`config.mk`:
```
export PLATFORM = sky130hd
export DESIGN_NAME = unified_load_logic
export DESIGN_NICKNAME = d
export VERILOG_FILES = /design/src/rtl/unified_load_logic.sv
export SDC_FILE = /design/constraint.sdc
export NUM_CORES = 1
export LEC_CHECK = 0
export ABC_AREA = 1
export BUFFER_PORTS_ARGS = -buffer_cell sky130_fd_sc_hd__clkbuf_2
export CAP_MARGIN = 20
export CORE_AREA = 4 4 294 296
export CTS_CLUSTER_DIAMETER = 120
export CTS_CLUSTER_SIZE = 10
export DETAILED_ROUTE_END_ITERATION = 8
export DIE_AREA = 0 0 298 300
export GPL_ROUTABILITY_DRIVEN = 0
export GPL_TIMING_DRIVEN = 0
export HOLD_SLACK_MARGIN = 0.12
export PLACE_DENSITY = 0.55
export SYNTH_ARGS = -nofsm -noshare
export SYNTH_HDL_FRONTEND = slang
export SYNTH_SLANG_ARGS = --single-unit
```
`constraint.sdc`:
```
create_clock -name clk -period 7.9 [get_ports clk]
set_input_delay 0.79 -clock clk [delete_from_list [all_inputs] [get_ports clk]]
set_output_delay 0.79 -clock clk [all_outputs]
set_load 0.05 [all_outputs]
```
`src/rtl/unified_load_logic.sv`:
```
// Read-side butterfly operand fetch: generates conflict-free index pairs for one
// FFT/NTT stage, issues paired bank reads and realigns returned words into a/b operands.
module unified_load_logic #(
  parameter int ADDR_WIDTH = 12,
  parameter int BRAM_LAT   = 2,
  parameter int LOGQ       = 54,
  parameter int CPLX_W     = 64,
  parameter int SW         = $clog2(ADDR_WIDTH + 2)
) (
  input  logic                  clk,
  input  logic                  rst,
  input  logic                  start,
  input  logic [SW-1:0]         stage,
  input  logic                  stall,
  output logic                  busy,
  output logic                  done,
  output logic [ADDR_WIDTH-1:0] read_addr_0,
  output logic [ADDR_WIDTH-1:0] read_addr_1,
  output logic                  rea_0,
  output logic                  rea_1,
  input  logic [CPLX_W-1:0]     data_from_bram_0,
  input  logic [CPLX_W-1:0]     data_from_bram_1,
  input  logic [LOGQ-1:0]       data_from_bram_2,
  input  logic [LOGQ-1:0]       data_from_bram_3,
  input  logic [LOGQ-1:0]       data_from_bram_4,
  input  logic [LOGQ-1:0]       data_from_bram_5,
  output logic [CPLX_W-1:0]     a_cplx,
  output logic [CPLX_W-1:0]     b_cplx,
  output logic [LOGQ-1:0]       a_ntt_1,
  output logic [LOGQ-1:0]       b_ntt_1,
  output logic [LOGQ-1:0]       a_ntt_2,
  output logic [LOGQ-1:0]       b_ntt_2,
  output logic                  valid_out,
  output logic                  dest_bank_a,
  output logic                  dest_bank_b,
  output logic [ADDR_WIDTH-1:0] dest_addr_a,
  output logic [ADDR_WIDTH-1:0] dest_addr_b
);

  localparam int LOG_N = ADDR_WIDTH + 1;

  typedef enum logic [1:0] {
    IDLE  = 2'd0,
    ISSUE = 2'd1,
    DRAIN = 2'd2
  } state_t;

  state_t                  state_r, state_s;
  logic [ADDR_WIDTH-1:0]   k_r;
  logic [SW-1:0]           stage_r;
  logic                    accept_s, issue_s, finish_s, in_flight_s;

  logic [LOG_N-1:0]        k_ext_s, half_s, low_mask_s, idx_a_s, idx_b_s;
  logic                    bank_a_s;
  logic [ADDR_WIDTH-1:0]   addr_a_s, addr_b_s;

  // Issue-stage side info; bank of idx_a doubles as the swap flag.
  logic                    swap_r;
  logic [ADDR_WIDTH-1:0]   iss_addr_a_r, iss_addr_b_r;

  logic [BRAM_LAT-1:0]                 pv_r, psw_r;
  logic [BRAM_LAT-1:0][ADDR_WIDTH-1:0] paa_r, pab_r;

  assign k_ext_s    = {1'b0, k_r};
  assign half_s     = LOG_N'(1) << stage_r;
  assign low_mask_s = half_s - LOG_N'(1);
  assign idx_a_s    = ((k_ext_s >> stage_r) << (stage_r + SW'(1))) | (k_ext_s & low_mask_s);
  assign idx_b_s    = idx_a_s | half_s;
  assign bank_a_s   = ^idx_a_s;
  assign addr_a_s   = idx_a_s[LOG_N-1:1];
  assign addr_b_s   = idx_b_s[LOG_N-1:1];

  assign in_flight_s = rea_0 | (|pv_r);

  // Next-state and issue/finish decisions
  always_comb begin
    state_s  = state_r;
    accept_s = 1'b0;
    issue_s  = 1'b0;
    finish_s = 1'b0;
    case (state_r)
      IDLE: begin
        if (start && (stage <= SW'(ADDR_WIDTH))) begin
          accept_s = 1'b1;
          state_s  = ISSUE;
        end else begin
          state_s  = IDLE;
        end
      end
      ISSUE: begin
        if (!stall) begin
          issue_s = 1'b1;
          if (k_r == {ADDR_WIDTH{1'b1}}) begin
            state_s = DRAIN;
          end else begin
            state_s = ISSUE;
          end
        end else begin
          state_s = ISSUE;
        end
      end
      DRAIN: begin
        if (!in_flight_s) begin
          finish_s = 1'b1;
          state_s  = IDLE;
        end else begin
          state_s  = DRAIN;
        end
      end
      default: state_s = IDLE;
    endcase
  end

  // State, counter, issue registers, return pipeline and operand outputs
  always_ff @(posedge clk) begin
    if (rst) begin
      state_r      <= IDLE;
      k_r          <= {ADDR_WIDTH{1'b0}};
      stage_r      <= {SW{1'b0}};
      busy         <= 1'b0;
      done         <= 1'b0;
      rea_0        <= 1'b0;
      rea_1        <= 1'b0;
      read_addr_0  <= {ADDR_WIDTH{1'b0}};
      read_addr_1  <= {ADDR_WIDTH{1'b0}};
      swap_r       <= 1'b0;
      iss_addr_a_r <= {ADDR_WIDTH{1'b0}};
      iss_addr_b_r <= {ADDR_WIDTH{1'b0}};
      pv_r         <= '0;
      psw_r        <= '0;
      paa_r        <= '0;
      pab_r        <= '0;
      valid_out    <= 1'b0;
      a_cplx       <= {CPLX_W{1'b0}};
      b_cplx       <= {CPLX_W{1'b0}};
      a_ntt_1      <= {LOGQ{1'b0}};
      b_ntt_1      <= {LOGQ{1'b0}};
      a_ntt_2      <= {LOGQ{1'b0}};
      b_ntt_2      <= {LOGQ{1'b0}};
      dest_bank_a  <= 1'b0;
      dest_bank_b  <= 1'b0;
      dest_addr_a  <= {ADDR_WIDTH{1'b0}};
      dest_addr_b  <= {ADDR_WIDTH{1'b0}};
    end else begin
      state_r <= state_s;
      done    <= finish_s;
      rea_0   <= issue_s;
      rea_1   <= issue_s;

      if (accept_s) begin
        k_r     <= {ADDR_WIDTH{1'b0}};
        stage_r <= stage;
        busy    <= 1'b1;
      end else if (issue_s) begin
        k_r     <= k_r + ADDR_WIDTH'(1);
      end else if (finish_s) begin
        busy    <= 1'b0;
      end

      if (issue_s) begin
        swap_r       <= bank_a_s;
        iss_addr_a_r <= addr_a_s;
        iss_addr_b_r <= addr_b_s;
        read_addr_0  <= bank_a_s ? addr_b_s : addr_a_s;
        read_addr_1  <= bank_a_s ? addr_a_s : addr_b_s;
      end

      pv_r[0]  <= rea_0;
      psw_r[0] <= swap_r;
      paa_r[0] <= iss_addr_a_r;
      pab_r[0] <= iss_addr_b_r;
      for (int j = 1; j < BRAM_LAT; j++) begin
        pv_r[j]  <= pv_r[j-1];
        psw_r[j] <= psw_r[j-1];
        paa_r[j] <= paa_r[j-1];
        pab_r[j] <= pab_r[j-1];
      end

      // Last pipe entry lines up with the BRAM words of the same butterfly.
      valid_out <= pv_r[BRAM_LAT-1];
      if (pv_r[BRAM_LAT-1]) begin
        a_cplx      <= psw_r[BRAM_LAT-1] ? data_from_bram_1 : data_from_bram_0;
        b_cplx      <= psw_r[BRAM_LAT-1] ? data_from_bram_0 : data_from_bram_1;
        a_ntt_1     <= psw_r[BRAM_LAT-1] ? data_from_bram_3 : data_from_bram_2;
        b_ntt_1     <= psw_r[BRAM_LAT-1] ? data_from_bram_2 : data_from_bram_3;
        a_ntt_2     <= psw_r[BRAM_LAT-1] ? data_from_bram_5 : data_from_bram_4;
        b_ntt_2     <= psw_r[BRAM_LAT-1] ? data_from_bram_4 : data_from_bram_5;
        dest_bank_a <= psw_r[BRAM_LAT-1];
        dest_bank_b <= ~psw_r[BRAM_LAT-1];
        dest_addr_a <= paa_r[BRAM_LAT-1];
        dest_addr_b <= pab_r[BRAM_LAT-1];
      end
    end
  end

endmodule

```
==> results.yml <==
clock_network:
  clock_path_buffers: 3
  clk_pin_slew_worst_paths_ps: 60
  cts_resized: 0
  cts_hold_buf: 0
  postCtsSetupRepairBufs: 0
  clkLatencyLatePin_ps: 620
  cts-root-buf: "clkbuf_16"
  htree_levels: 2
  cts_sinks: 493
  cts_tree: "built"
  cts_buffers: 55
logic_synthesis:
  synthMuxAreaShare_pct: 0
  yosys_register_bits: 493
  synth_cells: 3181
  synth_cell_types: 40
  synth_compound_area_share_pct: 17.2
  netlist_area_um2: 22500
  avgSynthCellArea_um2: 7.08
  synth-seq-area-share_pct: 43.8
  synth-adder-area-share_pct: 0.445
  syn-num-nets: 3541
  synth-xor-area-share_pct: 0.117
  synth_top_family_by_area: "simple AND/OR/NAND/NOR gates"
  synth-simple-area-share_pct: 21.2
  yosys_warnings: 0
die:
  core_um2: 83600
  initial_core_util_pct: 26.9
  ios: 751
  fp.dieArea_um2: 89400
  fp.dieH_um: 300
  rows: 106
  fp.dieW_um: 298
place:
  hpwl_um: 82800
  place_ws_ps: 4150
  io_buffers: 749
worst_setup_path:
  crit_type: "register to register"
  reg2reg_depth: 26
  cp-end-kind: "register"
  timing.critical_path.from_type: "register"
  rrSetupSlack_ps: 4070
  required_ps: 8440
  cp_max_fo: 11
  regToRegEndpoint: "read_addr_0[4]$_SDFFE_PP0P_"
  worstPathArrival_ps: 4370
  timing.rr.start: "stage_r[0]$_SDFFE_PP0P_"
timing:
  fin_skew_ps: 11.0
  relSlewSlack_pct: 22.3
  tightest_slew_ps: 1160
  finalMaxSlewViolations: 0
  hold_viol: 0
  rsz0062_at_grt: "no"
  clock.fmax_mhz: 261
  setup_ws_ps: 4070
  fin_tns_setup_ps: 0
  fin_crit_ps: 3830
  finalSetupViolCount: 0
  period_share_pct: 48.4
pwr:
  p_leak_nw: 16.6
  switchingPower_mw: 1.62
  pwr-share-seq_pct: 45.3
  p_sw_share_pct: 28.8
  vdd_ir_drop_max_uv: 145
  power_density_nw_per_um2: 193
  internal-power_mw: 4.01
  combPwrFrac_pct: 14.5
  clkPwrFrac_pct: 40.2
route:
  wl_per_cell_um: 20.4
  viasPerCell: 4.70
  drt-total-wl_um: 104000
  vias: 23900
  drt_iter0_drc: 1623
  drc: 0
  ant_nets: 0
  first_pass_iters: 5
global_routing:
  grt_util_all_layers_pct: 22.0
  grt_pass1_wl_um: 151000
  grt_antenna_before_repair: 16
  grt_max_degree: 16
  gr-total-overflow: 0
  grt_pass1_vias: 22900
layout:
  drive_gt1_share_pct: 22.1
  fin_nets: 4350
  area_growth_syn_to_layout_pct: 29.3
  fillers: 9175
hold_path:
  min-delay-start: "pab_r[6]$_SDFF_PP0_"
  min_to: "pab_r[18]$_SDFF_PP0_"
  hp-class: "register to register"
  min_delay_path_depth: 2
status:
  status: "finished clean"
flow_run:
  cap_violations: 0
## worst max-delay path: stages, from the launching register on
cell and delay [ps]:
dfxtp_1 370, buf_6 160, inv_2 80, buf_6 150, buf_2 190, ha_1 270, inv_1 120, nor3_1 50
inv_1 140, ha_1 220, inv_1 80, nor2_1 210, nand2_2 100, nor2_1 90, nand2_1 50, nand3_1 130
nand2_1 60, a21oi_1 250, nand2_1 90, nand2_1 80, nand3_1 80, nand2_1 120, nand3_2 170, nand2_4 140
buf_12 140, nand3_2 80, a21oi_2 130
## synthesized netlist by cell type, drive strengths merged
cell type / count / share of area, %
inv: 809 / 13
o21a: 1 / 0.033
or2: 2 / 0.056
o211ai: 2 / 0.067
nor3: 9 / 0.22
buf: 48 / 1.1
o21ai: 45 / 1.0
clkbuf: 153 / 2.6
clkinv: 3 / 0.050
dfxtp: 493 / 44
ha: 8 / 0.44
nand3: 130 / 3.3
o32ai: 11 / 0.43
a22o: 1 / 0.039
nor4: 1 / 0.028
nor2b: 1 / 0.061
nand2: 838 / 14
nand4: 16 / 0.44
nand3b: 2 / 0.067
a211oi: 1 / 0.033
nor2: 168 / 2.9
o22ai: 1 / 0.028
o221ai: 344 / 13
a21oi: 90 / 2.2
xor2: 3 / 0.12
a21boi: 1 / 0.033
## stage by stage
step | power [mW] | area [um^2] | hold WS [ps] | util (%) | cells
final | 5.63 | 29100 | 398 | 34.8 | 5080
after global routing | 5.86 | 29100 | 411 | 34.8 | 5076
after CTS | 5.68 | 29100 | 396 | 34.8 | 5072
after detailed placement | 3.41 | 27700 | 395 | 33.1 | 5013
after global placement | 3.41 | 27600 | 393 | 33.1 | 5010
after floorplan | 3.12 | 22500 | 388 | - | 3181
## layout make-up
type	count	area (um^2)	area share, %
Buffer	201	826	2.84
Multi-Input combinational cell	1675	8770	30.1
Timing Repair Buffer	752	3790	13.0
Sequential cell	493	9870	33.9
Clock inverter	4	61.3	0.211
Inverter	812	3050	10.5
Clock buffer	55	1380	4.73
Antenna cell	8	20.0	0.0688
Tap cell	1080	1350	4.64
## logic make-up (layout without fill, tap and decap cells)
group,after synthesis,after routing
AOI/OAI and AO/OA,497,497
and+or+nand+nor,1167,1167
adders and majority gates,8,8
buffers and inverters,1013,1824
xor gates and xnor gates,3,3
other,0,8
DFF,493,493
## power groups by stage
| stage | clock (mW) | sequential [mW] | combinational, mW |
|---|---|---|---|
| after global routing | 2.42 | 2.55 | 0.888 |
| after global placement | 0 | 2.60 | 0.802 |
| final | 2.26 | 2.55 | 0.816 |
| after CTS | 2.32 | 2.55 | 0.810 |
| after detailed placement | 0 | 2.60 | 0.807 |
| after floorplan | 0 | 2.68 | 0.441 |
## worst max path at each step
stage	start	end	slack, ps	cells past startpoint
3_5_place_dp	stage_r[0]$_SDFFE_PP0P_	read_addr_0[6]$_SDFFE_PP0P_	4150	26
6_report	stage_r[0]$_SDFFE_PP0P_	read_addr_0[4]$_SDFFE_PP0P_	4070	26
4_1_cts	stage_r[0]$_SDFFE_PP0P_	read_addr_0[4]$_SDFFE_PP0P_	4120	26
5_1_grt	stage_r[0]$_SDFFE_PP0P_	read_addr_0[4]$_SDFFE_PP0P_	3740	26
3_3_place_gp	stage_r[0]$_SDFFE_PP0P_	read_addr_0[6]$_SDFFE_PP0P_	4150	26
2_1_floorplan	stage_r[0]$_SDFFE_PP0P_	swap_r$_SDFFE_PP0P_	4790	26
## sequential cells by signal (all words and copies together), names as in the netlist, 4 cells and up
name	flops
iss_addr_a_r	12
pab_r	24
read_addr_0	12
dest_addr_b	12
k_r	12
iss_addr_b_r	12
b_ntt_2	54
a_cplx	64
a_ntt_2	54
read_addr_1	12
a_ntt_1	54
b_cplx	64
paa_r	24
dest_addr_a	12
b_ntt_1	54
stage_r	4
## layout by cell type, fill, tap and decap left out, types with 39 or more instances in the layout
master / synthesis / routed
a21oi_1: 81 / 81
clkbuf_1: 153 / 153
clkbuf_16: 0 / 55
clkbuf_2: 0 / 749
dfxtp_1: 493 / 493
inv_1: 801 / 801
nand2_1: 826 / 826
nand3_1: 113 / 113
nor2_1: 165 / 165
o21ai_0: 39 / 39
o221ai_1: 344 / 344
## metal layers
metal  vias up  GRT usage, %  share of wire (%)
met5         -             0              0.044
met3       180          5.72                8.2
met2       963          37.3                 47
li1      11600             -                  -
met4         6          6.58                3.2
met1     11100          27.5                 42
No activity file was read; power rests on OpenSTA's default activity.
